`src/rtl/bcd_timer_ctrl_pkg.sv`:
```
// Shared definitions for the BCD timer controller: FSM state encodings,
// BCD digit width, maximum BCD digit value and the preset clamp helper.
package bcd_timer_ctrl_pkg;

    localparam int unsigned BCD_W = 4;
    localparam logic [BCD_W-1:0] BCD_MAX = 4'd9;

    typedef enum logic [1:0] {
        ST_IDLE  = 2'd0,
        ST_RUN   = 2'd1,
        ST_PAUSE = 2'd2,
        ST_DONE  = 2'd3
    } state_t;

    // Any non-BCD preset digit (A..F) is forced to 9.
    function automatic logic [BCD_W-1:0] bcd_clamp(input logic [BCD_W-1:0] d);
        return (d > BCD_MAX) ? BCD_MAX : d;
    endfunction

endpackage

```
`src/rtl/bcd_digit.sv`:
```
// One BCD counter digit with wrap-around up/down stepping and clamped load.
// Ports:
//   clk, clr  : clock, asynchronous active-high reset (q -> 0)
//   en        : step this digit by one on the next edge
//   dir       : 1 = count up, 0 = count down
//   load, d   : load clamped preset digit d (has priority over en)
//   q         : registered digit value, always 0..9
//   term_c    : combinational terminal flag (q==9 when up, q==0 when down)
module bcd_digit
    import bcd_timer_ctrl_pkg::*;
(
    input  logic             clk,
    input  logic             clr,
    input  logic             en,
    input  logic             dir,
    input  logic             load,
    input  logic [BCD_W-1:0] d,
    output logic [BCD_W-1:0] q,
    output logic             term_c
);

    // Digit register
    always_ff @(posedge clk or posedge clr) begin
        if (clr) begin
            q <= '0;
        end else if (load) begin
            q <= bcd_clamp(d);
        end else if (en) begin
            if (dir) begin
                q <= (q == BCD_MAX) ? '0 : q + 4'd1;
            end else begin
                q <= (q == '0) ? BCD_MAX : q - 4'd1;
            end
        end
    end

    assign term_c = dir ? (q == BCD_MAX) : (q == '0);

endmodule

```
`src/rtl/bcd_timer_ctrl.sv`:
```
// Cascaded BCD up/down timer with IDLE/RUN/PAUSE/DONE control FSM.
// Ports:
//   clk, clr  : clock, asynchronous active-high reset
//   tick      : one-cycle count-step strobe
//   start     : start/resume request
//   stop      : pause/abort request
//   load      : load preset request
//   up        : direction sampled on IDLE->RUN (1 = up)
//   preset    : BCD preset, digit 0 in bits [3:0]
//   q         : registered BCD count
//   state     : FSM state (IDLE=0, RUN=1, PAUSE=2, DONE=3)
//   running   : high exactly while in RUN
//   done      : one-cycle pulse on entry to DONE
module bcd_timer_ctrl
    import bcd_timer_ctrl_pkg::*;
#(
    parameter int unsigned NDIG = 4
) (
    input  logic                  clk,
    input  logic                  clr,
    input  logic                  tick,
    input  logic                  start,
    input  logic                  stop,
    input  logic                  load,
    input  logic                  up,
    input  logic [BCD_W*NDIG-1:0] preset,
    output logic [BCD_W*NDIG-1:0] q,
    output logic [1:0]            state,
    output logic                  running,
    output logic                  done
);

    localparam int unsigned QW = BCD_W * NDIG;

    state_t          state_q;
    state_t          state_d;
    logic            dir_q;
    logic            running_q;
    logic            done_q;
    logic            step_c;
    logic            load_c;
    logic            dir_ld_c;
    logic            start_term_c;
    logic            hit_term_c;
    logic            carry_c;
    logic [NDIG-1:0] en_c;
    logic [NDIG-1:0] term_c;
    logic [QW-1:0]   q_bus;

    // State, direction and registered status outputs
    always_ff @(posedge clk or posedge clr) begin
        if (clr) begin
            state_q   <= ST_IDLE;
            dir_q     <= 1'b1;
            running_q <= 1'b0;
            done_q    <= 1'b0;
        end else begin
            state_q   <= state_d;
            running_q <= (state_d == ST_RUN);
            done_q    <= (state_d == ST_DONE) && (state_q != ST_DONE);
            if (dir_ld_c) begin
                dir_q <= up;
            end
        end
    end

    // Terminal detection: start_term_c checks the current count against the
    // terminal of the direction about to be latched; hit_term_c flags that
    // the next step lands on the terminal (RUN never sits on terminal).
    always_comb begin
        start_term_c = 1'b1;
        hit_term_c   = 1'b1;
        for (int unsigned i = 0; i < NDIG; i++) begin
            if (up) begin
                start_term_c &= (q_bus[i*BCD_W +: BCD_W] == BCD_MAX);
            end else begin
                start_term_c &= (q_bus[i*BCD_W +: BCD_W] == '0);
            end
            if (i == 0) begin
                hit_term_c &= dir_q ? (q_bus[BCD_W-1:0] == 4'd8)
                                    : (q_bus[BCD_W-1:0] == 4'd1);
            end else begin
                hit_term_c &= dir_q ? (q_bus[i*BCD_W +: BCD_W] == BCD_MAX)
                                    : (q_bus[i*BCD_W +: BCD_W] == '0);
            end
        end
    end

    // Next-state logic
    always_comb begin
        state_d = state_q;
        case (state_q)
            ST_IDLE: begin
                if (!load && start) begin
                    state_d = start_term_c ? ST_DONE : ST_RUN;
                end
            end
            ST_RUN: begin
                if (stop) begin
                    state_d = ST_PAUSE;
                end else if (tick && hit_term_c) begin
                    state_d = ST_DONE;
                end
            end
            ST_PAUSE: begin
                if (load || stop) begin
                    state_d = ST_IDLE;
                end else if (start) begin
                    state_d = ST_RUN;
                end
            end
            ST_DONE: begin
                if (load || stop) begin
                    state_d = ST_IDLE;
                end
            end
            default: state_d = ST_IDLE;
        endcase
    end

    // Datapath controls
    always_comb begin
        load_c   = 1'b0;
        step_c   = 1'b0;
        dir_ld_c = 1'b0;
        case (state_q)
            ST_IDLE: begin
                load_c   = load;
                dir_ld_c = !load && start;
            end
            ST_RUN:   step_c = tick && !stop;
            ST_PAUSE: load_c = load;
            ST_DONE:  load_c = load;
            default:  load_c = 1'b0;
        endcase
    end

    // Ripple enable: digit i steps when all lower digits are at their terminal
    always_comb begin
        en_c    = '0;
        carry_c = step_c;
        for (int unsigned i = 0; i < NDIG; i++) begin
            en_c[i] = carry_c;
            carry_c = carry_c & term_c[i];
        end
    end

    for (genvar g = 0; g < NDIG; g++) begin : g_dig
        bcd_digit u_dig (
            .clk    (clk),
            .clr    (clr),
            .en     (en_c[g]),
            .dir    (dir_q),
            .load   (load_c),
            .d      (preset[g*BCD_W +: BCD_W]),
            .q      (q_bus[g*BCD_W +: BCD_W]),
            .term_c (term_c[g])
        );
    end

    assign q       = q_bus;
    assign state   = state_q;
    assign running = running_q;
    assign done    = done_q;

endmodule

```
`config.mk`:
```
export PLATFORM = sky130hd
export DESIGN_NAME = bcd_timer_ctrl
export DESIGN_NICKNAME = d
export VERILOG_FILES = /design/src/rtl/bcd_timer_ctrl_pkg.sv /design/src/rtl/bcd_digit.sv /design/src/rtl/bcd_timer_ctrl.sv
export SDC_FILE = /design/constraint.sdc
export NUM_CORES = 1
export LEC_CHECK = 0
export ABC_AREA = 1
export CORE_MARGIN = 2
export CORE_UTILIZATION = 51
export CTS_BUF_LIST = sky130_fd_sc_hd__clkbuf_8
export DETAILED_ROUTE_END_ITERATION = 12
export PLACE_DENSITY = 0.87
export SYNTH_ARGS = -nofsm -noshare
export SYNTH_HDL_FRONTEND = slang
export SYNTH_SLANG_ARGS = --single-unit
```
`constraint.sdc`:
```
create_clock -name clk -period 1.9 [get_ports clk]
set_input_delay 0.285 -clock clk [delete_from_list [all_inputs] [get_ports clk]]
set_output_delay 0.285 -clock clk [all_outputs]
set_load 0.01 [all_outputs]
```
==> impl_results.md, run 1 <==
- Status: complete, no violations
- Final ANT Viol Nets: 0
- Die area: 0.003793 mm2
- Final wirelength: 4129 um
- Total grt overflow: 0
- WP data arrival: 1900 ps
- CP startpoint: g_dig[0].u_dig.q[0]
- Post-CTS sizing: 0
- Part of the power in the clock network: 0.090
- I/O pin total: 43
- Die width: 61.59 um
- P per Cell Area: 1481 mW/mm2
- Hold Buf Count CTS: 0
- Final nets: 345
- GR met2 Demand/Resource: 0.3865
- Fillcell total: 284
- Synth cell types: 25
- Max Fanout on Critical Path: 8
- Crit path launch type: register
- Routability cong.: 0.9205
- Cell count after synthesis: 272
- Starting Density: 0.5452
- Ys async rst share: 1.000
- Clock Skew: 3.896 ps
- Routed via count: 1893
- Clock Sinks: 21
- Synth warn: 0
- Final min period: 1747 ps
- Detailed Routing Iterations Pass 1: 4
- CTS clock-pin slew for the worst setup and hold paths: 80 ps
- Layout cells sized above 1: 0.07477
- Clock buffer depth: 2
- Switching share of total power: 0.4850
- Core area: 0.003103 mm2
- Die H: 61.59 um
- GRT met1 Usage: 0.3242
- HPWL after detailed placement: 3225 um
- Final worst setup slack: 153.3 ps
- Port bufs: 42
- Root Driver: clkbuf_8
- CP Class: register to register
- Top Usage Layer GRT: met2
- Met3 usage in global routing: 0.02731
- Syn_area_per_cell: 6.219 um2
- Vias in the first global route: 1645
- Global Route Usage Sum: 0.2383
- Number of synthesized flops with an enable pin: 0
- RSZ-0062 raised after global routing: no
- Max Cap Viol: 0
- Critical path data required time: 2050 ps
- Setup TNS Final: 0 ps
- Pre-CTS setup slack: 22.71 ps
- Antenna cells: 0
- NetSw: 1615 uW
- Worst Reg2Reg Path Length in Cells: 8
- Synth Flop Type: dfrtp_1
- Post-CTS setup buffers: 0
- TritonCTS clock tree: yes
- Cell internal pwr: 1714 uW
- Setup violators final: 0
- Area growth syn-to-layout: 32.91%
- Residual DRC: 0
- Worst-Margin Slew: 441.2 ps
- H-Tree Depth: 1
- Largest net degree at the start of global routing: 15
- Pins over their slew limit: 0
- Worst skew pair latency: 260 ps
- IR drop worst, VDD: 0.0008697 V
- Rel. slew slack: 0.7056
- Seq/Total Area, Yosys: 0.3114
- Post-Syn Nets: 295
- Site Rows: 20
- #FFs+latches synth: 21
- Worst setup EP type: register
- WL per Instance: 11.31 um
- Via density: 5.186
- Gate power share: 0.631
- Initial antenna violation count: 0
- Reg-to-Reg Start: g_dig[0].u_dig.q[0]
- Sequential power share: 0.279
- Lkg Pwr: 0.001078 uW
- DR iter-0 viols: 134
- First-pass GRT wire length: 6755 um
- CTS buffer count: 3
- Hold Fails Final Rpt: 0
- Hold Slack: 314.8 ps
- Final Cycle Share: 0.9193
- Post-Synthesis Cell Area: 0.001692 mm2
- Worst Hold Class: input port to async pin
- Achievable Freq: 572.5 MHz
-- cells in the final DEF, fill, tap and decap left out, drive strengths merged --
master          n
dfrtp          20
nor2           34
xor2            5
o31ai           1
clkdlybuf4s50  42
o21a            1
nand2          68
nor3            2
clkbuf          3
or2             3
o311ai          1
o211ai          6
a21oi          13
o21ai          45
buf             7
inv            43
nand3          24
a31oi           2
dfstp           1
-- worst max-delay path, cell delays in order, from the launching register on --
cell     delay, ps
dfrtp_1        500
nor2_4         170
nand2_1        100
o21ai_1        120
nand3_1        110
or2_4          260
o21ai_4        200
or2_1          130
nand2_1         50
-- Yosys cell counts (2+ instances only) --
cell      number  share of area
nand2_1       67           0.15
a21oi_1       13          0.038
o21ai_0       33          0.098
nor2_2         2         0.0074
dfrtp_1       20           0.30
inv_2          5          0.011
clkbuf_1       3         0.0067
nor2_1        29          0.064
o21ai_1       11          0.033
nor3_1         2         0.0059
or2_1          2         0.0074
nand3_1       24          0.071
inv_1         37          0.082
a31oi_1        2         0.0074
o211ai_1       6          0.027
xor2_1         5          0.026
nor2_4         3          0.020
-- through the flow --
step | total power (uW) | cells | utilization | cell area, um2
6_report | 3329 | 365 | 0.7246 | 2248
5_1_grt | 3640 | 365 | 0.7246 | 2248
4_1_cts | 3326 | 365 | 0.7246 | 2248
3_5_place_dp | 3004 | 361 | 0.7101 | 2203
3_3_place_gp | 2973 | 361 | 0.7101 | 2203
2_1_floorplan | 2229 | 272 | - | 1692
-- cell type report --
| type | instances | area, um2 | area share |
|---|---|---|---|
| clock inverter | 1 | 3.754 | 0.001669 |
| tap | 44 | 55.05 | 0.02449 |
| timing repair buffer | 49 | 473.0 | 0.2104 |
| multi-input combinational | 205 | 991.0 | 0.4407 |
| inverter | 42 | 157.7 | 0.07012 |
| sequential | 21 | 526.8 | 0.2343 |
| clock buffer | 3 | 41.29 | 0.01836 |
-- worst paths after layout --
kind	endpoint	slack [ps]
max	g_dig[3].u_dig.q[0]	150
min	state[0]	310
max reg2reg	g_dig[3].u_dig.q[0]	150
min reg2reg	g_dig[0].u_dig.q[3]	620
max in group asynchronous	g_dig[3].u_dig.q[2]	1060
min in group clk	g_dig[0].u_dig.q[3]	620
-- sequential cells by signal, summed over array words and instances, names as in the netlist --
name / flops
dir_q: 1
g_dig.u_dig.q: 16
state: 2
running: 1
done: 1
-- kinds of logic (layout without fill, tap and decap cells) --
| family | Yosys count | after routing | synth area share |
|---|---|---|---|
| buffers and inverters | 46 | 95 | 0.1028 |
| and+or+nand+nor | 131 | 131 | 0.3336 |
| xor gates and xnor gates | 5 | 5 | 0.02589 |
| DFF | 21 | 21 | 0.3114 |
| AOI/OAI and AO/OA | 69 | 69 | 0.2263 |
-- per-layer routing --
metal	wire length [um]	vias up
met5	0	-
met1	1979	830
met3	201	11
li1	-	987
met4	78	0
met2	1869	65
-- power by group through the flow --
stage	combinational [uW]	sequential, uW	clock [uW]
after floorplan	1230	1000	0
after global placement	2040	932	0
after detailed placement	2070	937	0
after CTS	2090	931	305
after global routing	2340	968	328
final	2100	930	299
Note: power is estimated with default switching activity, not from simulation.
==> run 2: changes to the inputs <==
SLEW_MARGIN = 20   (was unset)
==> results of run 2 <==
Final layout, timing and power as in run 1 (identical DEF).
==> run 3: changes to the inputs <==
CORE_UTILIZATION = 45   (was 51)
GPL_ROUTABILITY_DRIVEN = 0   (was unset)
PLACE_DENSITY = 0.78   (was 0.87)
==> run 3 against run 2 <==
Against the previous run:
- largest power group unchanged
- largest cell class unchanged
- setup slack better by 28 ps
- highest routed layer unchanged
- wire length rose by 2.1%
- core utilization decreased by 10 points
- maximum frequency up 1.6%
- design area grew 0.50%
- sequential power grew 2.7%
==> impl_results.md, run 3 (synthesized netlist as in run 1, its figures left out) <==
- Status: complete, no violations (unchanged)
- Largest reg by FF count: g_dig.u_dig.q (unchanged)
- RSZ-0062 raised after global routing: no (unchanged)
- DR iter-0 viols: 124 (was 134)
- Worst Hold Class: input port to async pin (unchanged)
- Final Non-Filler Cells: 369 (was 365)
- Largest net degree at the start of global routing: 22 (was 15)
- CP top delay family: simple AND/OR/NAND/NOR gates (unchanged)
- Worst Reg2Reg Path Length in Cells: 8 (unchanged)
- Post-route cell area: 0.002260 mm2 (was 0.002248 mm2)
- CP bufs+invs: 0 (unchanged)
- Die width: 65.31 um (was 61.59 um)
- Dpl cell area: 0.002208 mm2 (was 0.002203 mm2)
- Max Cap Viol: 0 (unchanged)
- Final Core Density: 0.6219 (was 0.7246)
- Starting Density: 0.4656 (was 0.5452)
- Final wirelength: 4214 um (was 4129 um)
- Final Power: 3332 uW (was 3329 uW)
- Max Fanout on Critical Path: 8 (unchanged)
- CTS buffer count: 3 (unchanged)
- Achievable Freq: 581.8 MHz (was 572.5 MHz)
- CP Cell Sequence: nor2_4, nand2_1, o21ai_1, nand3_1, or2_4, o21ai_4, or2_1, nand2_1 (unchanged)
- Worst-Margin Slew: 345.4 ps (was 441.2 ps)
- Most frequent cells in the layout: 67 x nand2_1, 42 x clkdlybuf4s50_1, 37 x inv_1 (was 67 x nand2_1, 42 x clkdlybuf4s50_1, 38 x inv_1)
- Antenna cells: 0 (unchanged)
- Setup TNS Final: 0 ps (unchanged)
- Fillcell total: 353 (was 284)
- Post-CTS sizing: 0 (unchanged)
- First-pass GRT wire length: 7100 um (was 6755 um)
- Port bufs: 42 (unchanged)
- GR met2 Demand/Resource: 0.3469 (was 0.3865)
- Top Usage Layer GRT: met2 (unchanged)
- Layout cells sized above 1: 0.07788 (was 0.07477)
- Core area: 0.003633 mm2 (was 0.003103 mm2)
- Via density: 5.098 (was 5.186)
- GRT met1 Usage: 0.2886 (was 0.3242)
- WP data arrival: 1880 ps (was 1900 ps)
- Total grt overflow: 0 (unchanged)
- CP Class: register to register (unchanged)
- Crit Reg-Reg Endpoint: g_dig[3].u_dig.q[0] (unchanged)
- Rel. slew slack: 0.7680 (was 0.7056)
- Global Route Usage Sum: 0.2095 (was 0.2383)
- CP startpoint: g_dig[0].u_dig.q[0] (unchanged)
- Residual DRC: 0 (unchanged)
- Vias in the first global route: 1621 (was 1645)
- Most frequent cell on the critical path: nand2_1 (unchanged)
- Final min period: 1719 ps (was 1747 ps)
- Worst reg-to-reg setup slack: 180 ps (was 150 ps)
- Die area: 0.004265 mm2 (was 0.003793 mm2)
- Setup violators final: 0 (unchanged)
- Final nets: 345 (unchanged)
- WL per Instance: 11.42 um (was 11.31 um)
- Largest register FFs: 16 (unchanged)
- Hold Buf Count CTS: 0 (unchanged)
- Detailed Routing Iterations Pass 1: 4 (unchanged)
- Lkg Pwr: 0.001077 uW (was 0.001078 uW)
- Worst setup EP type: register (unchanged)
- IR drop worst, VDD: 0.0007065 V (was 0.0008697 V)
- Area growth syn-to-layout: 33.58% (was 32.91%)
- Slowest stage cell, crit path: dfrtp_1 (unchanged)
- Final ANT Viol Nets: 0 (unchanged)
- Root Driver: clkbuf_8 (unchanged)
- Reg-to-Reg Start: g_dig[0].u_dig.q[0] (unchanged)
- Critical path data required time: 2060 ps (was 2050 ps)
- H-Tree Depth: 1 (unchanged)
- Clock buffer depth: 2 (unchanged)
- Worst skew pair latency: 260 ps (about the same)
- I/O pin total: 43 (unchanged)
- CTS clock-pin slew for the worst setup and hold paths: 80 ps (about the same)
- Initial antenna violation count: 0 (unchanged)
- Cell total after placement: 365 (was 361)
- P per Cell Area: 1474 mW/mm2 (was 1481 mW/mm2)
- TritonCTS clock tree: yes (unchanged)
- Met3 usage in global routing: 0.03767 (was 0.02731)
- HPWL after detailed placement: 3306 um (was 3225 um)
- Clock Sinks: 21 (unchanged)
- Post-CTS setup buffers: 0 (unchanged)
- Die H: 65.31 um (was 61.59 um)
- Hold Fails Final Rpt: 0 (unchanged)
- Final Cycle Share: 0.9047 (was 0.9193)
- Crit path launch type: register (unchanged)
- Slowest stage delay, CP: 490 ps (was 500 ps)
- Commonest non-fill, non-tap cell in the layout: nand2_1 (unchanged)
- Site Rows: 22 (was 20)
- Clock Skew: 3.155 ps (was 3.896 ps)
- Pins over their slew limit: 0 (unchanged)
- Routed via count: 1881 (was 1893)
==> run 3: cell count changes in the layout (fill, tap and decap cells not counted) <==
cell | previous run | this run
clkinv_2 | 0 | 1
inv_1 | 38 | 37
nor2_2 | 2 | 1
nor2_4 | 3 | 4
==> run 3: worst reg2reg max path: cells and delay by family (launching register included) <==
family | cells | cell delay [ps]
AO/OA/AOI/OAI | 2 | 320
flip-flops | 1 | 490
AND/OR/NAND/NOR | 6 | 800
==> run 3: report_power, final <==
part / switching, uW / total, uW / internal, uW
sequential: 305 / 955 / 651
clock: 158 / 305 / 146
combinational: 1150 / 2070 / 923
total: 1610 / 3330 / 1720
==> run 3: metal layers <==
metal | wire length, um | up-vias
met5 | 0 | -
met4 | 18 | 0
li1 | - | 979
met1 | 2012 | 836
met2 | 1919 | 64
met3 | 264 | 2
==> run 3: stage by stage <==
stage	hold WS [ps]	setup slack (ps)
after floorplan	260.8	290.9
after global placement	612.2	62.02
after detailed placement	621.6	36.93
after CTS	360.1	183.7
after global routing	402.6	39.43
final	352.5	181.1
==> run 3: how the worst max path moves through the flow <==
| stage | end | slack [ps] | cells past startpoint |
|---|---|---|---|
| floorplan | g_dig[3].u_dig.q[0] | 290 | 8 |
| global placement | g_dig[3].u_dig.q[0] | 60 | 9 |
| detailed placement | g_dig[3].u_dig.q[0] | 40 | 9 |
| CTS | done | 180 | 11 |
| global route | done | 40 | 11 |
| finish | g_dig[3].u_dig.q[0] | 180 | 8 |
==> run 3: cell type report <==
class                   instances  area (um2)  share of cell area
multi-input cells             205       996.0              0.4408
well taps                      48       60.06             0.02658
inverters                      42       157.7             0.06977
clock buffers                   3       41.29             0.01827
flip-flops and latches         21       526.8              0.2331
repair buffers                 49       473.0              0.2093
clock inverters                 1       5.005            0.002215
